`src/rtl/sipo.sv`:
```
// sipo: serial-in/parallel-out collector.
// Reassembles SYM_W-bit serial symbols (MSB-first) into SYM_W*SYMS-bit words
// and offers each completed word on a valid/ready output port.
//
// Output handshake: the word on data_parallel_o is offered while
// valid_parallel_o=1 and stays stable until it is taken. It is taken on a
// rising edge where valid_parallel_o and ready_parallel_i are both 1.
// A word that completes while the output slot is still occupied (and not
// being drained on that same edge) is dropped, and overflow_o is set. The
// flag stays set until clear_i or reset.
module sipo #(
    parameter int SYM_W = 2,
    parameter int SYMS  = 8,
    localparam int W     = SYM_W * SYMS,
    localparam int CNT_W = $clog2(SYMS)
) (
    input  logic             clk,
    input  logic             rst_n,
    input  logic             clear_i,
    input  logic [SYM_W-1:0] data_serial_i,
    input  logic             valid_serial_i,
    output logic [W-1:0]     data_parallel_o,
    output logic             valid_parallel_o,
    input  logic             ready_parallel_i,
    output logic [CNT_W-1:0] sym_cnt_o,
    output logic             busy_o,
    output logic             overflow_o
);

    localparam logic [CNT_W-1:0] LAST_SYM = CNT_W'(SYMS - 1);

    logic [W-1:0]     shift_q, shift_d;
    logic [CNT_W-1:0] cnt_q,   cnt_d;
    logic [W-1:0]     out_q,   out_d;
    logic             valid_q, valid_d;
    logic             ovf_q,   ovf_d;

    logic [W-1:0]     word_next;
    logic             drain;
    logic             complete;

    // Next-state logic: clear wins, then symbol accept/completion, then drain.
    always_comb begin
        shift_d   = shift_q;
        cnt_d     = cnt_q;
        out_d     = out_q;
        valid_d   = valid_q;
        ovf_d     = ovf_q;
        word_next = {shift_q[W-SYM_W-1:0], data_serial_i};
        drain     = valid_q && ready_parallel_i;
        complete  = valid_serial_i && (cnt_q == LAST_SYM);

        if (clear_i) begin
            // The output data register is not cleared; it is don't-care
            // once valid drops.
            shift_d = '0;
            cnt_d   = '0;
            valid_d = 1'b0;
            ovf_d   = 1'b0;
        end else begin
            if (valid_serial_i) begin
                shift_d = word_next;
                cnt_d   = complete ? '0 : cnt_q + CNT_W'(1);
            end

            if (complete) begin
                if (!valid_q || drain) begin
                    // The slot is free, or it is freed on this same edge,
                    // so the consumer sees back-to-back words.
                    out_d   = word_next;
                    valid_d = 1'b1;
                end else begin
                    ovf_d = 1'b1;
                end
            end else if (drain) begin
                valid_d = 1'b0;
            end
        end
    end

    // State registers with asynchronous active-low reset.
    always_ff @(posedge clk or negedge rst_n) begin
        if (!rst_n) begin
            shift_q <= '0;
            cnt_q   <= '0;
            out_q   <= '0;
            valid_q <= 1'b0;
            ovf_q   <= 1'b0;
        end else begin
            shift_q <= shift_d;
            cnt_q   <= cnt_d;
            out_q   <= out_d;
            valid_q <= valid_d;
            ovf_q   <= ovf_d;
        end
    end

    assign data_parallel_o  = out_q;
    assign valid_parallel_o = valid_q;
    assign sym_cnt_o        = cnt_q;
    assign busy_o           = (cnt_q != '0);
    assign overflow_o       = ovf_q;

endmodule

```
`config.mk`:
```
export PLATFORM = sky130hd
export DESIGN_NAME = sipo
export DESIGN_NICKNAME = d
export VERILOG_FILES = /design/src/rtl/sipo.sv
export SDC_FILE = /design/constraint.sdc
export NUM_CORES = 1
export LEC_CHECK = 0
export CAP_MARGIN = 5
export CORE_MARGIN = 1
export CORE_UTILIZATION = 45
export DETAILED_ROUTE_END_ITERATION = 7
export PLACE_DENSITY = 0.68
export SYNTH_ARGS = -nofsm -noshare
export SYNTH_HDL_FRONTEND = slang
export SYNTH_SLANG_ARGS = --single-unit
```
`constraint.sdc`:
```
create_clock -name clk -period 2.4 [get_ports clk]
set_input_delay 0.72 -clock clk [delete_from_list [all_inputs] [get_ports clk]]
set_output_delay 0.72 -clock clk [all_outputs]
set_load 0.02 [all_outputs]
```
Word level (Yosys, flattened, before mapping)
Index checks and enable logic that the tools add are counted.

Register bits: 35. Logic and storage cells: 33. Output and inout bits: 22. Input port bits: 7.

Bitwise logic cells: 1. Add/sub/neg operators: 1. Muxes and demuxes: 12. Reduce and logical (&&, ||, !) cells: 11. Eq/ne operators: 3.

Operators with widths (count): $mux W14 (2); $mux W3 (3); $mux W1 (7); $reduce_bool A3 Y1 (2); $reduce_and A2 Y1 (2); $reduce_bool A2 Y1 (2); $add A3 B1 Y3 const B (1); $eq A3 B3 Y1 const B (1); $ne A3 B2 Y1 const B (1); $reduce_and A3 Y1 (1); $logic_and A1 B1 Y1 (2); $ne A2 B2 Y1 const B (1); $logic_not A1 Y1 (1); $logic_or A1 B1 Y1 (1); $not A1 Y1 (1).

Logic depth before layout (Yosys ltp)
Gate-level depths: netlist (run 1).

Depth after elaboration: 5. Depth in mapped cells: 6. Gate-level depth less buffers: 5.

Worst setup path after synthesis (run 1)
OpenSTA, ideal clock, no wires.

Kind: register to register. Start: register cnt_q[0] (netlist: sym_cnt_o[0]). End: register out_q[10] (netlist: data_parallel_o[10]). Cell stages (with the launch flop): 7. Setup slack: 559 ps. Path buffers: 1. Clock period less this slack: 1841 ps. Data required time: 2275 ps. Library setup time: 125 ps. Data arrival time: 1716 ps. Cells stage by stage: dfrtp_1 -> ha_1 -> ha_1 -> nand2_1 -> nor3_4 -> buf_8 -> mux2_4.

Cells in the longest elaborated chain, start to end: 3.

RTL lines: from (decl) (line 33) `logic [CNT_W-1:0] cnt_q, cnt_d;`; from (signal assigned) (line 91) `cnt_q <= cnt_d;`; $eq A3 B3 Y1 (line 51) `complete = valid_serial_i && (cnt_q == LAST_SYM);`; $logic_and A1 B1 Y1 (line 51); $reduce_and A3 Y1 (no source line); to (signal assigned) (line 92) `out_q <= out_d;`; to (decl) (line 34) `logic [W-1:0] out_q, out_d;`.

No other way between the ends. A chain may end at the register's enable or synchronous reset.

Worst setup path after layout (run 1)
Start: register cnt_q[0] (netlist: sym_cnt_o[0]). End: output busy_o.

Cells in the longest elaborated chain, start to end: 1.

RTL lines: $reduce_bool A3 Y1 (line 101) `assign busy_o = (cnt_q != '0);`; to (decl) (line 26) `output logic busy_o,`.

No other way between the ends.

==> flow_metrics.tcl, run 1 <==
set metrics [dict create \
    syn_to_final_growth_pct 27.8 \
    synth_top_area_share_pct 59.7 \
    synth_cell_types 17 \
    skew_ns 0.00916 \
    pwr-share-seq_pct 58.1 \
    totalWireLength_mm 2.48 \
    core.rowCount 20 \
    setup_tns_ns 0 \
    place.gp.congestion 0.690 \
    power.internal_mw 0.802 \
    synth.avg_cell_area_sq_um 14.0 \
    hpwl_mm 1.62 \
    syn_inst 105 \
    coreArea_sq_mm 0.00308 \
    clk_path_buf_depth 2 \
    cts_buffers 5 \
    peakVddDrop_mv 0.364 \
    start_util_pct 47.7 \
    utilization_pct 60.9 \
    crit_required_ns 1.68 \
    synth_area_leaders "dfrtp_1, mux2i_1, mux2_4" \
    grt.overflow.total 0 \
    power.leakage_nw 0.911 \
    tightestPinTransition_ns 0.424 \
    wl_per_cell_microns 13.4 \
    initialDrtViolationCount 13 \
    setup_viol 0 \
    hold_depth 2 \
    r2r-start "sym_cnt_o[0]" \
    yosys-top-cells-count "dfrtp_1, nor2_1, mux2i_1" \
    cp_max_fo 5 \
    startpoint "sym_cnt_o[0]" \
    yosysWarnings 0 \
    worstHoldStart "overflow_o" \
    dieArea_sq_mm 0.00349 \
    rr_endpoint "data_parallel_o[2]" \
    ios 29 \
    ys_ff_latch 35 \
    maxCapViolations 0 \
    yosysSeqAreaShare_pct 59.7 \
    die_w_microns 59.1 \
    synthArstFlopShare_pct 100 \
    cts_tree "done" \
    antenna_left 0 \
    max_slew_margin_pct 71.7 \
    firstDrtPassIters 3 \
    switchingPower_mw 0.236 \
    io_buffers 28 \
    drc 0 \
    clockRootBuffer "clkbuf_4" \
    r2r_setup_slack_ns 0.64 \
    clkLatencyLatePin_ns 0.33 \
    p_sw_share_pct 22.7 \
    clock_sinks 35 \
    cts.clk_slew.worst_paths_ns 0.11 \
    grt_max_degree 36 \
    dp.cells 177 \
    p_total_mw 1.04 \
    timing_hold_violations_final 0 \
    critical_path_arrival_ns 1.42 \
    period_share_pct 89.1 \
    p_clk_share_pct 34.6 \
    synth_top_area_cell "dfrtp_1" \
    cts_setup_buffers 0 \
    n_antenna_cell 0 \
    reg2reg_depth 6 \
    min_to "overflow_o" \
    grt_pass1_wl_mm 4.04 \
    vias 885 \
    drive_gt1_share_pct 21.3 \
    combPwrFrac_pct 7.3 \
    post-route-min-period_ns 2.14 \
    final_max_slew_viol_count 0 \
    synth_nets 115 \
    final_nets 150 \
    rsz0062_at_grt "false" \
    synth_edf_count 0 \
    p_per_area_mw_per_mm2 553 \
    syn_area_sq_mm 0.00147 \
    critPathLaunchType "register" \
    worst-setup-path-type "register to output port" \
    antenna_found_initial 0 \
    status "complete, no violations" \
    hold_class "register to register" \
    htreeDepth 2 \
    endpoint_kind "output port" \
    routed_via_density 4.78 \
    cts_resized 1 \
    synth_most_common_cell "dfrtp_1" \
    cts_hold_buffers 0 \
    instances_no_fill 185 \
    synthFlopType "dfrtp_1" \
    die_height_microns 59.1 \
    fmax_mhz 468 \
    grt_pass1_vias 888 \
    grt_usage_pct 16.2 \
]
-- state kept, by name, summed over array words and instances (netlist names) --
signal,count
sym_cnt_o,3
valid_parallel_o,1
data_parallel_o,16
overflow_o,1
shift_q,14
-- routing by layer --
layer  share of wire (%)  global-route usage [%]  up-vias
met4                 1.6                    6.12        0
met1                  47                    20.0      437
met2                  46                    25.2       23
li1                    -                       -      420
met3                 5.2                    7.21        5
met5                   0                       0        -
-- critical path: stages (launching register included) --
cell,delay [ns]
dfrtp_1,0.44
inv_1,0.07
ha_1,0.20
nand2b_1,0.06
dlygate4sd2_1,0.33
-- kinds of logic after synthesis --
family / synth area share [%]
adder cells (fa/ha/maj): 2.56
buffers and inverters: 2.73
AO/OA/AOI/OAI: 1.11
multiplexers: 25.7
flip-flops: 59.7
AND/OR/NAND/NOR: 8.18
-- metrics by stage --
stage | setup slack, ns | hold WS (ns) | instance area, sq um
finish | 0.262 | 0.512 | 1880
global route | 0.179 | 0.540 | 1880
CTS | 0.242 | 0.515 | 1880
detailed placement | 0.279 | 0.491 | 1810
global placement | 0.293 | 0.475 | 1810
floorplan | 0.559 | 0.424 | 1470
-- cell usage in the layout (no fill, tap or decap), types with 2 or more instances in the layout --
cell type and instances:
nand2b_1 2, buf_4 5, clkdlybuf4s50_1 27, mux2_2 6
ha_1 3, a21oi_1 2, clkbuf_8 2, nor2_1 19
dfrtp_1 35, inv_1 2, mux2i_1 16, clkbuf_4 5
mux2_4 10
-- worst max-delay path by stage --
stage,end,slack (ns)
floorplan,data_parallel_o[10],0.56
global placement,data_parallel_o[4],0.29
detailed placement,data_parallel_o[2],0.28
CTS,busy_o,0.24
global route,busy_o,0.18
finish,busy_o,0.26
-- cell type report --
cell class / count / area, sq um
inverter: 2 / 7.51
timing repair buffer: 33 / 317
sequential: 35 / 876
multi-input combinational: 63 / 552
fill: 255 / 1200
tap: 44 / 55.1
clock buffer: 8 / 68.8
-- power by group through the flow --
| stage | registers, mW | logic [mW] | clock network [mW] |
|---|---|---|---|
| 6_report | 0.603 | 0.0756 | 0.359 |
| 5_1_grt | 0.604 | 0.0833 | 0.398 |
| 4_1_cts | 0.603 | 0.0778 | 0.370 |
| 3_5_place_dp | 0.615 | 0.0793 | 0 |
| 3_3_place_gp | 0.614 | 0.0782 | 0 |
| 2_1_floorplan | 0.617 | 0.0335 | 0 |
(Power assumes the default switching activity.)
==> run 2, diff against run 1 <==
PLACE_DENSITY = 0.71   (was 0.68)
clock period = 1.74 ns   (was 2.4 ns; I/O delays follow)
==> run 2 against run 1 <==
  * Die area did not move
  * Via count rose by 2.6%
  * Combinational power rose by 63%
  * Worst setup slack got worse by 0.21 ns
  * Largest power group unchanged
  * Register-to-register slack got worse by 0.59 ns
  * Final area rose by 4.9%
==> flow_metrics.tcl, run 2 (synthesized netlist as in run 1, its figures left out) <==
set metrics [dict create \
    die_w_microns 59.1 \
    hold_ws_ns 0.503 \
    post-route-min-period_ns 1.69 \
    fillers 258 \
    layout_commonest_cell "dfrtp_1" \
    grt_usage_pct 16.1 \
    clock_sinks 35 \
    coreArea_sq_mm 0.00308 \
    routed_via_density 4.78 \
    grt_max_degree 36 \
    grt.overflow.total 0 \
    n_antenna_cell 0 \
    antenna_found_initial 0 \
    cts.clk_slew.worst_paths_ns 0.10 \
    clkLatencyLatePin_ns 0.31 \
    met1_length_mm 1.19 \
    grt_pass1_vias 892 \
    io_buffers 28 \
    cts_buffers 5 \
    p_total_mw 1.43 \
    timing_hold_violations_final 0 \
    power.leakage_nw 1.04 \
    endpoint_kind "register" \
    cts_hold_buffers 0 \
    start_util_pct 47.7 \
    cts_tree "done" \
    syn_to_final_growth_pct 34.0 \
    antenna_left 0 \
    maxCapViolations 0 \
    critical_path_arrival_ns 1.89 \
    hold_class "register to register" \
    ios 29 \
    final_nets 155 \
    firstDrtPassIters 4 \
    die_height_microns 59.1 \
    crit_required_ns 1.94 \
    max_slew_margin_pct 79.0 \
    period_share_pct 97.0 \
    clockRootBuffer "clkbuf_4" \
    route.met2.wl_mm 1.22 \
    dp.cells 179 \
    fmax_mhz 593 \
    core.rowCount 20 \
    hpwl_mm 1.64 \
    totalWireLength_mm 2.51 \
    tightestPinTransition_ns 0.314 \
    top_layer "met4" \
    peakVddDrop_mv 0.554 \
    dieArea_sq_mm 0.00349 \
    cp_max_fo 8 \
    initialDrtViolationCount 13 \
    clk_path_buf_depth 2 \
    p_per_area_mw_per_mm2 726 \
    setup_viol 0 \
    status "complete, no violations" \
    drive_gt1_share_pct 28.8 \
    htreeDepth 2 \
    drc 0 \
    critPathLaunchType "register" \
    instances_no_fill 190 \
    utilization_pct 63.9 \
    worst-setup-path-type "register to register" \
    wl_met3_microns 82 \
    skew_ns 0.00636 \
    mostFrequentLayoutCells "dfrtp_1, nor2_1, dlygate4sd2_1" \
    final_max_slew_viol_count 0 \
    place.gp.congestion 0.695 \
    largest_reg_flops 16 \
    wl_per_cell_microns 13.2 \
    vias 908 \
    grt_pass1_wl_mm 4.14 \
]
[run 2: critical path, stage by stage, from the launching register on]
cell,delay (ns)
dfrtp_2,0.36
buf_4,0.13
ha_4,0.14
ha_4,0.13
nand2_2,0.06
nor3_4,0.24
clkbuf_16,0.23
mux2_4,0.30
[run 2: where the power goes]
| part | switching [mW] | internal [mW] | leakage, nW |
|---|---|---|---|
| logic | 0.0670 | 0.0556 | 0.516 |
| clock network | 0.238 | 0.238 | 0.0386 |
| registers | 0.00698 | 0.823 | 0.483 |
[run 2: metal layers]
| layer | up-vias | global-route usage, % |
|---|---|---|
| li1 | 435 | - |
| met4 | 0 | 6.12 |
| met1 | 448 | 19.1 |
| met2 | 23 | 27.4 |
| met5 | - | 0 |
| met3 | 2 | 4.80 |
[run 2: metrics by stage]
stage | setup slack [ns] | setup TNS, ns | cell area, sq um
finish | 0.0527 | 0 | 1970
global route | -0.0216 | -0.152 | 1970
CTS | 0.0174 | 0 | 1920
detailed placement | -0.250 | -3.53 | 1880
global placement | -0.212 | -3.06 | 1880
floorplan | 0.00484 | 0 | 1500
[run 2: cell type report]
type                       count  area (sq um)  area share (%)
timing repair buffer          38           375            19.1
sequential                    35           878            44.7
inverter                       2          7.51           0.382
multi-input combinational     63           582            29.6
tap                           44          55.1            2.80
clock buffer                   8          68.8            3.50
[run 2: what timing repair did]
action,CTS,global route
gates resized for setup,25,5
pin swaps,0,1
gates cloned,0,1
setup endpoints to repair,22,9
setup buffers,0,2
[run 2: worst paths after layout]
kind	from	slack (ns)	to	depth (start not counted)
min in group asynchronous	rst_n	0.58	valid_parallel_o	2
min reg2reg	overflow_o	0.50	overflow_o	2
max reg2reg	sym_cnt_o[1]	0.05	data_parallel_o[8]	7
min	overflow_o	0.50	overflow_o	2
max	sym_cnt_o[1]	0.05	data_parallel_o[8]	7
max in group asynchronous	rst_n	0.97	sym_cnt_o[1]	2
